<file path="config.mk">
export PLATFORM = sky130hd
export DESIGN_NAME = maze_pad_conditioner
export DESIGN_NICKNAME = d
export VERILOG_FILES = /design/src/rtl/maze_pkg.sv /design/src/rtl/maze_debounce.sv /design/src/rtl/maze_pad_conditioner.sv
export SDC_FILE = /design/constraint.sdc
export NUM_CORES = 1
export LEC_CHECK = 0
export ABC_AREA = 1
export CAP_MARGIN = 20
export CORE_MARGIN = 2
export CORE_UTILIZATION = 35
export DETAILED_ROUTE_END_ITERATION = 6
export SLEW_MARGIN = 20
export SYNTH_ARGS = -nofsm -noshare
export SYNTH_HDL_FRONTEND = slang
export SYNTH_SLANG_ARGS = --single-unit
</file>
<file path="constraint.sdc">
create_clock -name clk -period 1.5 [get_ports clk]
set_input_delay 0.45 -clock clk [delete_from_list [all_inputs] [get_ports clk]]
set_output_delay 0.45 -clock clk [all_outputs]
set_load 0.01 [all_outputs]
</file>
<file path="src/rtl/maze_pkg.sv">
// Shared state encoding and pad indices for the maze pad conditioner.
package maze_pkg;

    localparam logic [1:0] ST_IDLE = 2'b00;
    localparam logic [1:0] ST_RUN  = 2'b01;
    localparam logic [1:0] ST_GOAL = 2'b10;

    typedef enum logic [1:0] {
        S_IDLE = ST_IDLE,
        S_RUN  = ST_RUN,
        S_GOAL = ST_GOAL
    } state_e;

    localparam int PAD_START = 0;
    localparam int PAD_CRASH = 1;
    localparam int PAD_GOAL  = 2;
    localparam int NUM_PADS  = 3;

endpackage

</file>
<file path="src/rtl/maze_debounce.sv">
// One raw pad: 2-flop synchroniser, hold-time debounce, registered rising-edge strobe.
// Strobe rises together with the accepted stable level; no backpressure, free-running.
module maze_debounce
    import maze_pkg::*;
#(
    parameter int DEBOUNCE_CYCLES = 1000
) (
    input  logic clk,
    input  logic reset,
    input  logic pad_i,
    output logic level_o,
    output logic rise_o
);

    localparam int CW = $clog2(DEBOUNCE_CYCLES + 1);

    logic          sync_q1;
    logic          sync_q2;
    logic          stable_q;
    logic          rise_q;
    logic [CW-1:0] cnt_q;
    logic          differ;
    logic          accept;

    assign differ = (sync_q2 != stable_q);
    assign accept = differ && (cnt_q == CW'(DEBOUNCE_CYCLES - 1));

    always_ff @(posedge clk or negedge reset) begin
        if (!reset) begin
            sync_q1  <= 1'b0;
            sync_q2  <= 1'b0;
            stable_q <= 1'b0;
            rise_q   <= 1'b0;
            cnt_q    <= '0;
        end else begin
            sync_q1 <= pad_i;
            sync_q2 <= sync_q1;
            // Only a 0->1 acceptance produces a strobe
            rise_q  <= accept && sync_q2;
            if (!differ) begin
                cnt_q <= '0;
            end else if (accept) begin
                stable_q <= sync_q2;
                cnt_q    <= '0;
            end else begin
                cnt_q <= cnt_q + 1'b1;
            end
        end
    end

    assign level_o = stable_q;
    assign rise_o  = rise_q;

endmodule

</file>
<file path="src/rtl/maze_pad_conditioner.sv">
// Turns raw start/crash/goal pads into a clean crash pulse and sticky goal level via a game FSM.
// Outputs respond one cycle after the debounced strobe; no backpressure, clear_i overrides everything.
module maze_pad_conditioner
    import maze_pkg::*;
#(
    parameter int DEBOUNCE_CYCLES = 1000,
    parameter int HOLDOFF_CYCLES  = 50000,
    parameter int PULSE_W         = 4
) (
    input  logic       clk,
    input  logic       reset,
    input  logic       start_pad_i,
    input  logic       crash_pad_i,
    input  logic       goal_pad_i,
    input  logic       clear_i,
    output logic       crash_n_o,
    output logic       crash_pulse_o,
    output logic       goal_o,
    output logic       running_o,
    output logic [1:0] state_o
);

    localparam int HW = $clog2(HOLDOFF_CYCLES + 1);
    localparam int PW = $clog2(PULSE_W + 1);

    logic [NUM_PADS-1:0] pad_raw;
    logic [NUM_PADS-1:0] pad_level;
    logic [NUM_PADS-1:0] pad_rise;
    logic                unused_levels;

    assign pad_raw[PAD_START] = start_pad_i;
    assign pad_raw[PAD_CRASH] = crash_pad_i;
    assign pad_raw[PAD_GOAL]  = goal_pad_i;
    assign unused_levels      = ^pad_level;

    for (genvar g = 0; g < NUM_PADS; g++) begin : g_pad
        maze_debounce #(
            .DEBOUNCE_CYCLES(DEBOUNCE_CYCLES)
        ) u_debounce (
            .clk    (clk),
            .reset  (reset),
            .pad_i  (pad_raw[g]),
            .level_o(pad_level[g]),
            .rise_o (pad_rise[g])
        );
    end

    state_e        state_q, state_d;
    logic [HW-1:0] holdoff_q, holdoff_d;
    logic [PW-1:0] pulse_q, pulse_d;
    logic          crash_n_q, crash_n_d;
    logic          crash_pulse_q, crash_take;

    always_ff @(posedge clk or negedge reset) begin
        if (!reset) begin
            state_q       <= S_IDLE;
            holdoff_q     <= '0;
            pulse_q       <= '0;
            crash_n_q     <= 1'b1;
            crash_pulse_q <= 1'b0;
        end else begin
            state_q       <= state_d;
            holdoff_q     <= holdoff_d;
            pulse_q       <= pulse_d;
            crash_n_q     <= crash_n_d;
            crash_pulse_q <= crash_take;
        end
    end

    always_comb begin
        state_d    = state_q;
        holdoff_d  = holdoff_q;
        pulse_d    = pulse_q;
        crash_take = 1'b0;

        if (clear_i) begin
            state_d   = S_IDLE;
            holdoff_d = '0;
            pulse_d   = '0;
        end else begin
            case (state_q)
                S_IDLE: if (pad_rise[PAD_START]) state_d = S_RUN;
                S_RUN: begin
                    crash_take = pad_rise[PAD_CRASH] && (holdoff_q == '0);
                    if (pad_rise[PAD_GOAL]) state_d = S_GOAL;
                end
                S_GOAL:  state_d = S_GOAL;
                default: state_d = S_IDLE;
            endcase

            // Holdoff and pulse timers keep running in every state
            if (crash_take) begin
                holdoff_d = HW'(HOLDOFF_CYCLES);
                pulse_d   = PW'(PULSE_W);
            end else begin
                if (holdoff_q != '0) holdoff_d = holdoff_q - 1'b1;
                if (pulse_q != '0)   pulse_d   = pulse_q - 1'b1;
            end
        end

        // Registered so the counter's crash clock never sees decode glitches
        crash_n_d = (pulse_d == '0);
    end

    assign crash_n_o     = crash_n_q;
    assign crash_pulse_o = crash_pulse_q;
    assign state_o       = state_q;
    assign running_o     = (state_q == S_RUN);
    assign goal_o        = (state_q == S_GOAL);

endmodule

</file>
# ---- Word level (Yosys, flattened, before mapping)
# Cells that the tools add are included.
dict set report word_totals {
  inputBits 6
  ram_bits 0
  register_bits 65
  latch_bits 0
  out_inout_bits 6
  romBits 0
  mem_count 0
}
dict set report classes {
  div_mod_pow 0
  eq_ne 10
  n_reduce_logical 17
  bitwise_logic 0
  n_shift 0
  n_mux 19
  multipliers 0
  n_addsub 5
  n_lt_le_gt_ge 0
}
# cell n
set op_table {}
lappend op_table {{2-to-1 mux 10 bit} 6}
lappend op_table {{2-to-1 mux 16 bit} 3}
lappend op_table {{adder 10 x 1 -> 10 bit, second input constant} 3}
lappend op_table {{equality test 10 bit, second input constant} 3}
lappend op_table {{logical NOT 16 bit} 1}
lappend op_table {{nonzero test 16 bit} 1}
lappend op_table {{subtractor 16 x 1 -> 16 bit, second input constant} 1}
lappend op_table {{2-to-1 mux 3 bit} 3}
lappend op_table {{AND reduction 2 bit} 4}
lappend op_table {{logical AND 1 bit} 7}
lappend op_table {{2-to-1 mux 2 bit} 3}
lappend op_table {{!= test 3 x 2 -> 1 bit, second input constant} 2}
lappend op_table {{case mux 2 bit (3 select lines)} 1}
lappend op_table {{nonzero test 3 bit} 2}
lappend op_table {{logical NOT 3 bit} 1}
lappend op_table {{2-to-1 mux 1 bit} 3}
lappend op_table {{!= test 1 bit} 3}
lappend op_table {{subtractor 3 x 1 -> 3 bit, second input constant} 1}
lappend op_table {{equality test 2 x 1 -> 1 bit, second input constant} 1}
lappend op_table {{equality test 2 bit, second input constant} 1}
lappend op_table {{logical NOT 2 bit} 1}

# ---- Depth between registers and ports, before layout
# Gate-level depths: netlist of run 1.
dict set report logic_depth {
  ltp_word 7
  ltp_mapped 11
  depth_no_buf 11
}

# ---- Hierarchy
# A second synthesis of run 1 with hierarchy kept.
dict set report unflattened {
  cells_unflattened 414
  area_unflattened_um2 3434.5
}
# mod area_each_um2 seq_area_each_um2 cells_per_inst n_inst
set by_module_without_submodules {}
lappend by_module_without_submodules {maze_debounce 661.9 350.3 79 3}
lappend by_module_without_submodules {maze_pad_conditioner 1448.9 576.8 177 1}

# ---- Worst setup path after synthesis of run 1
# OpenSTA, ideal clock, no wires.
dict set report synth_path {
  kind {reg-to-reg}
  startpoint {reg holdoff_q[0]}
  endpoint {reg holdoff_q[1]}
  t_required_ns 1.381
  slack_ns -0.005
  stages_incl_launch_ff 11
  period_less_slack_ns 1.505
  arrival_ns 1.386
  setup_ns 0.119
  cell_sequence {dfrtp_1 inv_1 ha_1 inv_1 nor2_1 nand2_1 nor2_8 nand3_4 nand2_4 inv_2 o21a_1}
}
dict set report synth_via {
  elab_chain_cells 6
  elab_cells_between_ends 10
}
# item line
set synth_rtl {}
lappend synth_rtl {{start, declared} maze_pad_conditioner.sv:49} ;# logic [HW-1:0] holdoff_q, holdoff_d;
lappend synth_rtl {{start signal, assigned} maze_pad_conditioner.sv:63} ;# holdoff_q <= holdoff_d;
lappend synth_rtl {{branches (longest 6 deep; another with subtractor 16 x 1 -> 16 bit)} -}
# Parallel ways; which one is timed is not known. The select of a mux whose other input is x is not followed.
# A chain may end at the register's enable or synchronous reset.

# ---- Worst setup path in the final report of run 1
dict set report layout_path {
  startpoint {reg state_q[1], in the netlist state_o[1]}
  endpoint {out running_o}
}
dict set report layout_via {
  elab_chain_cells 1
}
# item line
set layout_rtl {}
lappend layout_rtl {{start, declared} maze_pad_conditioner.sv:48} ;# state_e state_q, state_d;
lappend layout_rtl {{start signal, assigned} maze_pad_conditioner.sv:62} ;# state_q <= state_d;
lappend layout_rtl {{equality test 2 x 1 -> 1 bit} maze_pad_conditioner.sv:108} ;# assign running_o = (state_q == S_RUN);
lappend layout_rtl {{end, declared} maze_pad_conditioner.sv:19} ;# output logic running_o,
# Every way passes these cells.

==> results of run 1 <==
-- flip-flops by register name, summed over array words and instances, names as in the netlist --
register and count:
g_pad.u_debounce.cnt_q 30, holdoff_q 16, g_pad.u_debounce.level_o 3, g_pad.u_debounce.rise_o 3
g_pad.u_debounce.sync_q1 3, g_pad.u_debounce.sync_q2 3, pulse_q 3, state_o 2
crash_n_o 1, crash_pulse_o 1
-- through the flow --
step	TNS [ns]	hold slack, ns	util	setup slack [ns]
final	-0.301	0.353	0.474	-0.112
after global routing	-1.32	0.361	0.474	-0.152
after CTS	-0.632	0.356	0.455	-0.113
after detailed placement	-1.45	0.339	0.415	-0.144
after global placement	-0.866	0.337	0.415	-0.0974
after floorplan	0	0.154	-	0.0349
-- power by group through the flow --
stage	sequential (µW)	clock (µW)	combinational, µW
final	2190	1550	2880
after global routing	2210	1700	3210
after CTS	2150	1620	2550
after detailed placement	2170	0	2300
after global placement	2160	0	2270
after floorplan	2150	0	1520
-- layer usage --
layer	vias to the layer above	GRT usage	wire length [µm]
met3	8	0.0414	197
met5	-	0	0
li1	1406	-	-
met2	35	0.230	3190
met1	1289	0.192	3220
met4	0	0.0561	106
-- placed cells by master (no fill, tap or decap), drive strengths merged, types with 13 or more instances in the layout --
cell type and n:
inv 60, nand3 28, clkbuf 13, dfrtp 64, buf 40, nand2 86, o21ai 14, nor2 76
nor3 17, a21oi 15
-- layout make-up --
type,instances,area [µm²],area share
timing repair buffer,48,419,0.0957
sequential,65,1630,0.372
tap,129,161,0.0369
multi-input combinational,280,1720,0.393
inverter,60,233,0.0532
clock buffer,11,151,0.0346
clock inverter,5,63.8,0.0146
-- final timing paths --
kind | endpoint | cells past startpoint
max in group asynchronous | crash_n_o$_DFF_PN1_ | 3
worst min register to register | g_pad[0].u_debounce.sync_q2$_DFF_PN0_ | 0
worst max register to register | holdoff_q[6]$_DFFE_PN0P_ | 10
worst min-delay path | g_pad[0].u_debounce.sync_q2$_DFF_PN0_ | 0
min in group asynchronous | crash_pulse_o$_DFF_PN0_ | 2
worst max-delay path | running_o | 3
-- repair_timing --
item | in CTS | in global routing
gates resized for setup | 51 | 41
endpoints found under the setup margin | 24 | 36
endpoints found under the hold margin | 9 | 0
hold buffers | 1 | 0
pin swaps | 12 | 11
buffers inserted | 4 | 3
-- cells by family after synthesis --
family | count (synthesis) | synth area share
adders and majority gates | 11 | 0.0412
DFF | 65 | 0.488
buffers and inverters | 61 | 0.0708
and+or+nand+nor | 222 | 0.310
xor gates and xnor gates | 13 | 0.0341
AOI/OAI and AO/OA | 34 | 0.0566
-- worst register-to-register path, stage by stage (launching register included) --
cell and delay (ns):
dfrtp_1 0.46, inv_2 0.08, ha_4 0.17, buf_4 0.13
nand2_1 0.07, inv_2 0.06, nand3_4 0.15, buf_6 0.13
nand2_2 0.04, nor2_1 0.08, nor2_1 0.05
==> results.sh, run 1 <==
export IMPL_area_growth_pct=31.1
export IMPL_yosys_warnings=0
export IMPL_yosysMostFrequentCell="nand2_1"
export IMPL_clkLatencyLatePin_ns=0.34
export IMPL_powerDensity_nw_per_um2=1510
export IMPL_ff2ff_setup_slack_ns=-0.03
export IMPL_startpoint="state_o[1]$_DFFE_PN0P_"
export IMPL_fin_ws_ns=-0.112
export IMPL_synth_area_um2=3340
export IMPL_antenna_found_initial=0
export IMPL_drv_cap=0
export IMPL_setup_worst_path_class="reg2out"
export IMPL_yosysUniqueCellTypes=32
export IMPL_synth_top_area_frac=0.480
export IMPL_dp_final_hpwl_um=4820
export IMPL_path_clk_slew_ns=0.07
export IMPL_leakage_uw=0.00207
export IMPL_ant_nets=0
export IMPL_tritoncts="yes"
export IMPL_synthTopCellsByArea="dfrtp_1, nand2_1, nor2_1, inv_1, ha_1"
export IMPL_cts_sinks=65
export IMPL_power_total_uw=6620
export IMPL_path_delay_family="flip-flops"
export IMPL_worstSetupStartpointType="register"
export IMPL_end_kind="output port"
export IMPL_max_stage_delay_ns=0.46
export IMPL_htree_levels=3
export IMPL_yosysTopAreaCell="dfrtp_1"
export IMPL_ys_async_sr_fraction=1.00
export IMPL_grt_pass1_vias=2663
export IMPL_place_inst=574
export IMPL_fillCellCount=849
export IMPL_dr_pass1_iters=4
export IMPL_grt_max_degree=45
export IMPL_hold_start="g_pad[0].u_debounce.sync_q1$_DFF_PN0_"
export IMPL_path_cells="inv_2 > ha_4 > buf_6"
export IMPL_pwr_share_comb=0.435
export IMPL_overflow=0
export IMPL_period_share=1.07
export IMPL_failed_checks="setup timing"
export IMPL_max_freq_mhz=620
export IMPL_die_area_um2=10300
export IMPL_reg2reg_from="state_o[1]$_DFFE_PN0P_"
export IMPL_initial_utilization=0.361
export IMPL_grt_pass1_wl_um=11800
export IMPL_finalCriticalPeriod_ns=1.61
export IMPL_cp_slowest_cell="dfrtp_1"
export IMPL_die_h_um=102
export IMPL_ys_seq_area_frac=0.488
export IMPL_p_sw_uw=2490
export IMPL_routed_via_density=4.58
export IMPL_clockBufferDepth=2
export IMPL_synth_edf_count=0
export IMPL_synth_common_cells="nand2_1, nor2_1, dfrtp_1"
export IMPL_synth_top_flop_cell="dfrtp_1"
export IMPL_pwr_share_clk=0.235
export IMPL_worstMarginPinSlew_ns=0.348
export IMPL_io_pin_count=12
export IMPL_syn_nets=423
export IMPL_synth_cells=406
export IMPL_setup_violations_final=10
export IMPL_sw_frac_of_total=0.377
export IMPL_drc_errors=0
export IMPL_postRouteWirelength_um=6720
export IMPL_layout_drive_gt1_share=0.279
export IMPL_synth_seq_cells=65
export IMPL_cp_max_fo=4
export IMPL_arrival_ns=1.16
export IMPL_num_vias=2738
export IMPL_die_width_um=102
export IMPL_crit_required_ns=1.05
export IMPL_ir_worst_vdd_uv=620
export IMPL_clock_root_buffer="clkbuf_8"
export IMPL_skew_ns=0.00978
export IMPL_finalNonFillerCells=598
export IMPL_hold_viol=0
export IMPL_maxSlewViolCount=0
export IMPL_p_seq_frac=0.330
export IMPL_syn_area_per_cell_um2=8.22
export IMPL_port_buffers=11
export IMPL_grt_use_total=0.146
export IMPL_drt_iter0_drc=89
export IMPL_rows=35
export IMPL_rsz0062_at_grt="yes"
export IMPL_antenna_cells=0
export IMPL_wire_per_inst_um=11.2
export IMPL_placed_cell_area_um2=3840
export IMPL_status="finished, violations left"
export IMPL_intPower_uw=4130
export IMPL_worst_path_buf_inv=2
export IMPL_routabilityCongestion=0.818
export IMPL_core_um2=9240
export IMPL_cts_buffers=9
export IMPL_stdcell_area_um2=4380
export IMPL_maxSlewHeadroom=0.766
export IMPL_fin_nets=481
export IMPL_hp_class="reg2reg"
Power figures use the tool's default switching activity.
==> run 2, diff against run 1 <==
--- a/config.mk
+++ b/config.mk
@@ -10,6 +10,7 @@
 export CORE_MARGIN = 2
 export CORE_UTILIZATION = 35
 export DETAILED_ROUTE_END_ITERATION = 6
+export DONT_BUFFER_PORTS = 1
 export SLEW_MARGIN = 20
 export SYNTH_ARGS = -nofsm -noshare
 export SYNTH_HDL_FRONTEND = slang
==> run 2 against run 1 <==
Effect of this change: design area fell by 6.3%; combinational power down 8.0%; via count is 2.0% lower; count of clock-buffer cells in the layout fell by 2; core utilization down 3.0 points; register-to-register slack lost 0.02 ns; final cell count is 2.7% lower; the flow finishes with violations (hold timing, setup timing); global-route usage fell by 0.27 points; clock power is essentially flat; total power fell by 4.2%; largest power group unchanged; die area unchanged; largest cell class is now flip-flops and latches.
==> results.sh, run 2 (synthesis gave the netlist of run 1 again) <==
export IMPL_io_pin_count=12
export IMPL_rsz0062_at_grt="yes"
export IMPL_grt_max_degree=66
export IMPL_initial_utilization=0.361
export IMPL_antenna_found_initial=0
export IMPL_status="finished, violations left"
export IMPL_intPower_uw=3910
export IMPL_port_buffers=0
export IMPL_end_kind="register"
export IMPL_num_vias=2683
export IMPL_worstSetupStartpointType="register"
export IMPL_dr_pass1_iters=4
export IMPL_postRouteWirelength_um=6630
export IMPL_drt_iter0_drc=167
export IMPL_skew_ns=0.00611
export IMPL_drv_cap=0
export IMPL_antenna_cells=0
export IMPL_fin_hold_ws_ns=-0.207
export IMPL_pre_cts_ws_ns=-0.0896
export IMPL_grt_pass1_vias=2632
export IMPL_grt_pass1_wl_um=11700
export IMPL_failed_checks="hold timing, setup timing"
export IMPL_p_sw_uw=2430
export IMPL_clock_root_buffer="clkbuf_8"
export IMPL_largest_register="g_pad.u_debounce.cnt_q"
export IMPL_tritoncts="yes"
export IMPL_period_share=1.03
export IMPL_cp_max_fo=8
export IMPL_fin_nets=465
export IMPL_wire_per_inst_um=11.4
export IMPL_most_common_layout_cells="nand2_1, dfrtp_1, nor2_1"
export IMPL_setup_violations_final=7
export IMPL_area_growth_pct=22.8
export IMPL_clockBufferDepth=2
export IMPL_dp_final_hpwl_um=4710
export IMPL_die_width_um=102
export IMPL_worstMarginPinSlew_ns=0.353
export IMPL_routabilityCongestion=0.852
export IMPL_layout_drive_gt1_share=0.223
export IMPL_setup_worst_path_class="reg2reg"
export IMPL_path_cells="nor2_2 > nand2_1 > nor2_4 > nand3_4 > nand2_8 > inv_4 > o21a_1"
export IMPL_max_freq_mhz=645
export IMPL_drc_errors=0
export IMPL_grt_use_total=0.144
export IMPL_cts_sinks=65
export IMPL_hp_class="in2async"
export IMPL_finish_utilization=0.444
export IMPL_largest_register_ffs=30
export IMPL_r2r_worst_path_cells=7
export IMPL_routed_via_density=4.61
export IMPL_leakage_uw=0.00195
export IMPL_pwr_share_comb=0.418
export IMPL_clkLatencyLatePin_ns=0.34
export IMPL_maxSlewHeadroom=0.763
export IMPL_overflow=0
export IMPL_powerDensity_nw_per_um2=1550
export IMPL_arrival_ns=1.78
export IMPL_crit_required_ns=1.73
export IMPL_die_area_um2=10300
export IMPL_top_regs="g_pad.u_debounce.cnt_q (30), holdoff_q (16)"
export IMPL_ir_worst_vdd_uv=659
export IMPL_cp_slowest_cell="dfrtp_1"
export IMPL_cts_buffers=9
export IMPL_core_um2=9240
export IMPL_rows=35
export IMPL_final_common_cell="nand2_1"
export IMPL_ant_nets=0
export IMPL_htree_levels=3
export IMPL_fin_ws_ns=-0.0507
export IMPL_path_clk_slew_ns=0.08
export IMPL_sw_frac_of_total=0.383
export IMPL_max_stage_delay_ns=0.44
export IMPL_die_h_um=102
export IMPL_maxSlewViolCount=0
export IMPL_p_seq_frac=0.342
export IMPL_pwr_share_clk=0.239
export IMPL_finalCriticalPeriod_ns=1.55
export IMPL_hold_viol=65
==> run 2: power by group through the flow <==
stage	registers, µW	clock network, µW	logic (µW)
after floorplan	2150	0	1520
after global placement	2160	0	2130
after detailed placement	2170	0	2140
after CTS	2150	1570	2400
after global routing	2200	1650	2950
final	2170	1520	2650
==> run 2: what timing repair did <==
action	CTS	global route
resized for setup	23	17
endpoints found under the hold margin	65	65
pin swaps	14	11
buffers inserted	2	5
setup endpoints to repair	19	26
==> run 2: worst max-delay path: cells and delay by family, from the launching register on <==
family | cells | cell delay (ns)
buf+inv | 1 | 0.04
compound gates | 1 | 0.09
simple gates | 5 | 0.87
flops | 1 | 0.44
==> run 2: path summary, 6_finish.rpt <==
path                                                  startpoint                               endpoint  slack, ns
min                                                        reset                crash_pulse_o$_DFF_PN0_      -0.21
max reg2reg                             holdoff_q[5]$_DFFE_PN0P_               holdoff_q[1]$_DFFE_PN0P_      -0.05
max in group asynchronous                                  reset                    crash_n_o$_DFF_PN1_       1.53
max                                     holdoff_q[5]$_DFFE_PN0P_               holdoff_q[1]$_DFFE_PN0P_      -0.05
min reg2reg                g_pad[0].u_debounce.sync_q1$_DFF_PN0_  g_pad[0].u_debounce.sync_q2$_DFF_PN0_       0.36
min in group clk                                      goal_pad_i  g_pad[2].u_debounce.sync_q1$_DFF_PN0_       0.13
==> run 2: routing by layer <==
layer	part of all wire	vias to the layer above	global-route usage
met5	0	-	0
met4	0.020	0	0.0707
met3	0.031	12	0.0414
met2	0.47	40	0.227
met1	0.48	1265	0.180
li1	-	1366	-
==> run 2: cell type report <==
class / count / area (µm²)
Clock inverter: 7 / 76.3
Clock buffer: 9 / 124
Fill cell: 882 / 5140
Inverter: 60 / 228
Tap cell: 129 / 161
Timing Repair Buffer: 32 / 260
Multi-Input combinational cell: 280 / 1620
Sequential cell: 65 / 1630
==> run 2: metrics by stage <==
| stage | hold slack, ns | TNS (ns) | cells | power [µW] | instance area [µm²] |
|---|---|---|---|---|---|
| 6_report | -0.207 | -0.236 | 582 | 6340 | 4100 |
| 2_1_floorplan | 0.154 | 0 | 406 | 3680 | 3340 |
| 4_1_cts | -0.229 | -0.358 | 577 | 6130 | 4000 |
| 3_3_place_gp | 0.156 | -0.391 | 559 | 4290 | 3690 |
| 3_5_place_dp | 0.156 | -0.819 | 559 | 4310 | 3690 |
| 5_1_grt | -0.243 | -1.72 | 582 | 6800 | 4100 |
==> RTL change 1: new RTL, flow settings as in run 1 <==
`holdoff_q` no longer has a reset.
--- a/src/rtl/maze_pad_conditioner.sv
+++ b/src/rtl/maze_pad_conditioner.sv
@@ -55,5 +55,4 @@
         if (!reset) begin
             state_q       <= S_IDLE;
-            holdoff_q     <= '0;
             pulse_q       <= '0;
             crash_n_q     <= 1'b1;
@@ -61,9 +60,12 @@
         end else begin
             state_q       <= state_d;
-            holdoff_q     <= holdoff_d;
             pulse_q       <= pulse_d;
             crash_n_q     <= crash_n_d;
             crash_pulse_q <= crash_take;
         end
+    end
+
+    always_ff @(posedge clk) begin
+        holdoff_q <= holdoff_d;
     end
 
Formal check against the unedited RTL: same outputs for any inputs over 10 cycles, from zero or initial values and one cycle with reset low; that may be too few to reach the edited logic, so the function may still have changed.
==> RTL change 1 against run 1 <==
The flow still finishes with violations (negative setup slack). First-iteration DRC count increased by 56%. Count of clock-buffer cells in the layout unchanged. Sequential cell count unchanged. Routed wire length decreased by 11%. Hold slack got worse by 0.31 ns. Largest cell class is now flip-flops and latches. Worst setup slack improved by 0.018 ns. Power decreased by 9.9%. Final area decreased by 12%. Critical path depth unchanged. Synthesized area decreased by 6.7%. Critical path type unchanged. Die area decreased by 6.5%.
==> RTL change 1: results (changes against run 1) <==
- Status: finished, violations left
- Failing checks: negative setup slack
- Worst slew pin tran: 0.424 ns (+0.0755 ns)
- Setup TNS: -0.159 ns (+0.142 ns)
- Pleak: 1.89 nW (-8.6%)
- Post-Synth XOR/XNOR Area: 0.0502 (+0.0161)
- Placement Setup Slack: -0.228 ns (-0.0848 ns)
- First-pass GRT wire length: 10700 µm (-9.6%)
- Non-Filler Instances: 544 (-9.0%)
- Synth unique cells: 27 (-16%)
- Dpl cells: 522 (-9.1%)
- Final wirelength: 5950 µm (-11%)
- GRT Total Usage: 0.136 (-0.0103)
- Synth Area in Adders: 0.0402 (-0.00104)
- Synth cell count leaders: 82 x nand2_1, 66 x nor2_1, 51 x inv_1
- CTS Buf Count: 9 (unchanged)
- Total number of vias: 2495 (-8.9%)
- Internal Power: 3.77 mW (-8.7%)
- Worst hold margin: 0.0408 ns (-0.312 ns)
- Post-Synthesis Cells: 384 (-5.4%)
- Hold Path Class: in2async
- Sequential-to-total area share from yosys stat: 0.497 (+0.00956)
- WP data arrival: 1.14 ns (-0.02 ns)
- Hpwl dp: 4370 µm (-9.2%)
- Setup violators final: 3 (-7)
- Fraction of layout cells with a size suffix above 1: 0.167 (-0.112)
- Peak VDD IR: 795 µV (+28%)
- Compound-Gate Fraction of Synth Area: 0.0470 (-0.00957)
- Worst R2R End: holdoff_q[8]$_SDFFE_PP0P_
- Filler cell count: 902 (+6.2%)
- Largest net degree at the start of global routing: 22 (-51%)
- Crit path max fanout: 3 (-1)
- Synth area leaders: dfrtp_1 39%, dfxtp_1 10%, nand2_1 9.9%
- Initial DRC count: 139 (+56%)
- Routability Congestion: 0.775 (-5.3%)
- FFs w/ async S/R, synth: 0.754 (-0.246)
- Post-synthesis net count: 400 (-5.4%)
- Nets@finish: 447 (-7.1%)
- Max H-tree Level: 3 (unchanged)
- Minimum clock period: 1.59 ns (-0.0182 ns)
- R2R Setup Slk: 0 ns (+0.03 ns)
- Post-synthesis mux area share: 0 (unchanged)
- Yosys warning count: 0 (unchanged)
- Skew final: 0.00920 ns (-0.000580 ns)
- Setup WS post-layout: -0.0935 ns (+0.0182 ns)
- Ant diodes: 0 (unchanged)
==> RTL change 1: what timing repair did <==
item / 4_1_cts / 5_1_grt
buffers inserted: 1 / 5
gates resized for setup: 26 / 19
endpoints found under the setup margin: 18 / 24
==> RTL change 1: layout make-up <==
type	instances	share of cell area
clock inverter	5	0.0144
tap	108	0.0352
timing repair buffer	37	0.0849
clock buffer	11	0.0369
inverter	53	0.0529
sequential	65	0.404
multi-input combinational	265	0.372
==> RTL change 1: cells by family after synthesis <==
logic type / after synthesis
fa+ha+maj: 10
compound gates: 27
xor+xnor: 17
buf+inv: 54
simple gates: 211
flops: 65
==> RTL change 1: routing by layer <==
layer / vias to the layer above / global-route usage / share of wire
li1: 1308 / - / -
met1: 1140 / 0.176 / 0.50
met2: 38 / 0.220 / 0.46
met3: 9 / 0.0243 / 0.024
met4: 0 / 0.0653 / 0.017
met5: - / 0 / 0
==> RTL change 1: worst max-delay path by stage <==
stage,to,slack (ns)
CTS,goal_o,-0.13
finish,goal_o,-0.09
global route,goal_o,-0.15
global placement,state_o[0]$_DFFE_PN0P_,-0.20
detailed placement,state_o[0]$_DFFE_PN0P_,-0.23
floorplan,holdoff_q[12]$_SDFFE_PP0P_,0.13
==> RTL change 1: metrics by stage <==
stage	area (µm²)	utilization
2_1_floorplan	3110	-
3_3_place_gp	3520	0.405
3_5_place_dp	3520	0.405
4_1_cts	3730	0.430
5_1_grt	3830	0.442
6_report	3830	0.442
==> RTL change 1: power groups by stage <==
stage	sequential (mW)	combinational (mW)	clock, mW
6_report	2.15	2.33	1.48
2_1_floorplan	2.17	1.40	0
4_1_cts	2.15	2.18	1.53
5_1_grt	2.19	2.67	1.61
3_5_place_dp	2.19	2.14	0
3_3_place_gp	2.18	2.10	0
==> RTL change 1: worst max-delay path, stage by stage, from the launching register on <==
cell	delay (ns)
dfrtp_1	0.42
buf_6	0.14
ha_4	0.14
buf_6	0.11
==> RTL change 2: new RTL, config.mk and constraints of run 1 <==
Without the edit above. `DEBOUNCE_CYCLES` is set to 1000 in 2 places; all go to 2000.
--- a/src/rtl/maze_debounce.sv
+++ b/src/rtl/maze_debounce.sv
@@ -4,5 +4,5 @@
     import maze_pkg::*;
 #(
-    parameter int DEBOUNCE_CYCLES = 1000
+    parameter int DEBOUNCE_CYCLES = 2000
 ) (
     input  logic clk,
--- a/src/rtl/maze_pad_conditioner.sv
+++ b/src/rtl/maze_pad_conditioner.sv
@@ -4,5 +4,5 @@
     import maze_pkg::*;
 #(
-    parameter int DEBOUNCE_CYCLES = 1000,
+    parameter int DEBOUNCE_CYCLES = 2000,
     parameter int HOLDOFF_CYCLES  = 50000,
     parameter int PULSE_W         = 4
Function: no difference found for any inputs over 10 cycles, from zero or initial values and one cycle with reset low; that may be too few to reach the edited logic, so the function may still have changed.
==> RTL change 2 against run 1 <==
The run still ends with negative setup slack left. Sequential cell count increased by 3. Sequential share of layout area decreased by 1.3 points. Global-route usage increased by 0.72 points. Final area rose by 8.3%. Power rose by 15%. Routed wire length grew 21%. Worst setup slack gained 0.0036 ns. Clock skew grew 0.00058 ns. Combinational power rose by 29%. Largest cell class unchanged. Utilization shrank 1.0 points. Non-clock buffer count is 11 higher. Critical endpoint is now goal_o. Synthesized area increased by 9.9%. Via count up 15%. Largest power group unchanged.
==> RTL change 2: results (changes against run 1) <==
- Pleak: 2.42 nW (+17%)
- Failing checks: negative setup slack
- Synth cell count leaders: 95 x nand2_1, 81 x inv_1, 76 x nor2_1
- Worst hold margin: 0.0824 ns (-0.270 ns)
- Worst slew margin: 0.803 (+0.0373)
- Hold Path Class: in2async
- Worst R2R End: holdoff_q[12]$_DFFE_PN0P_
- Fraction of layout cells with a size suffix above 1: 0.249 (-0.0302)
- Initial DRC count: 130 (+46%)
- Compound-Gate Fraction of Synth Area: 0.0477 (-0.00885)
- Routability Congestion: 0.844 (+3.2%)
- Layout Utilization: 0.463 (-0.0104)
- Nets@finish: 554 (+15%)
- Dpl cells: 649 (+13%)
- Setup TNS: -0.693 ns (-0.392 ns)
- Hpwl dp: 5620 µm (+17%)
- Filler cell count: 980 (+15%)
- GRT Total Usage: 0.153 (+0.00717)
- Setup violators final: 17 (+7)
- Peak VDD IR: 889 µV (+43%)
- Synth area leaders: dfrtp_1 46%, nand2_1 9.7%, inv_1 8.3%
- GR Util met3: 0.0294 (-0.0120)
- Placement Setup Slack: -0.157 ns (-0.0131 ns)
- Worst r2r src: holdoff_q[1]$_DFFE_PN0P_
- Crit path max fanout: 3 (-1)
- Synth Area in Adders: 0.0375 (-0.00371)
- Routed vias/inst: 4.66 (+1.7%)
- R2R Setup Slk: -0.05 ns (-0.02 ns)
- Skew final: 0.0104 ns (+0.000580 ns)
- Vias in the first global route: 3069 (+15%)
- First-pass GRT wire length: 13900 µm (+18%)
- Status: finished, violations left
- M2 GR Usage: 0.255 (+0.0257)
- Delay of the slowest critical-path stage: 0.42 ns (-0.04 ns)
- Synth unique cells: 30 (-6.3%)
- Post-Synth XOR/XNOR Area: 0.0396 (+0.00546)
- Total number of vias: 3158 (+15%)
- Setup WS post-layout: -0.108 ns (+0.00364 ns)
RTL change 2: changes by cell type in the layout (fill, tap and decap cells not counted), sizes merged, moves of 4 or more:
cell	delta
nand4	+5
buf	+14
o21bai	+6
nand2	+15
nand3	+13
inv	+22
xnor2	+4
nor2	+8
o21ai	-6
RTL change 2: worst max-delay path by stage:
stage                                endpoint  slack (ns)
finish                                 goal_o       -0.11
global placement       state_o[1]$_DFFE_PN0P_       -0.14
floorplan            holdoff_q[1]$_DFFE_PN0P_        0.03
detailed placement     state_o[1]$_DFFE_PN0P_       -0.16
CTS                                    goal_o       -0.15
global route        holdoff_q[13]$_DFFE_PN0P_       -0.16
RTL change 2: area by class of cell:
cell class,count,share of cell area
clock buffer,11,0.0277
clock inverter,5,0.0113
inverter,82,0.0655
multi-input combinational,317,0.391
sequential,68,0.359
tap,136,0.0359
timing repair buffer,59,0.110
RTL change 2: what timing repair did:
item                       CTS  global route
hold buffers                 0             0
pin swaps                    8            13
gates cloned                 1             0
gates resized for setup     39            52
setup endpoints to repair   24            48
hold endpoints to repair     0             0
buffers inserted             9             6
RTL change 2: routing by layer:
metal | up-vias | routed length (µm)
met4 | 0 | 122
met3 | 11 | 174
met5 | - | 0
met2 | 34 | 3940
li1 | 1600 | -
met1 | 1513 | 3910
RTL change 2: cell families after synthesis:
group / count (synthesis)
adder cells (fa/ha/maj): 11
AND/OR/NAND/NOR: 262
buffers and inverters: 83
XOR/XNOR: 14
AO/OA/AOI/OAI: 29
flip-flops: 68
RTL change 2: worst max-delay path, delay by kind of cell, from the launching register on:
kind,cells,cell delay (ns)
fa+ha+maj,1,0.15
buf+inv,2,0.25
flops,1,0.42
RTL change 2: power breakdown:
part	switching (mW)	internal, mW	total (mW)
Clock	0.722	0.764	1.49
Sequential	0.298	2.09	2.39
Combinational	2.09	1.63	3.71
Total	3.11	4.48	7.59
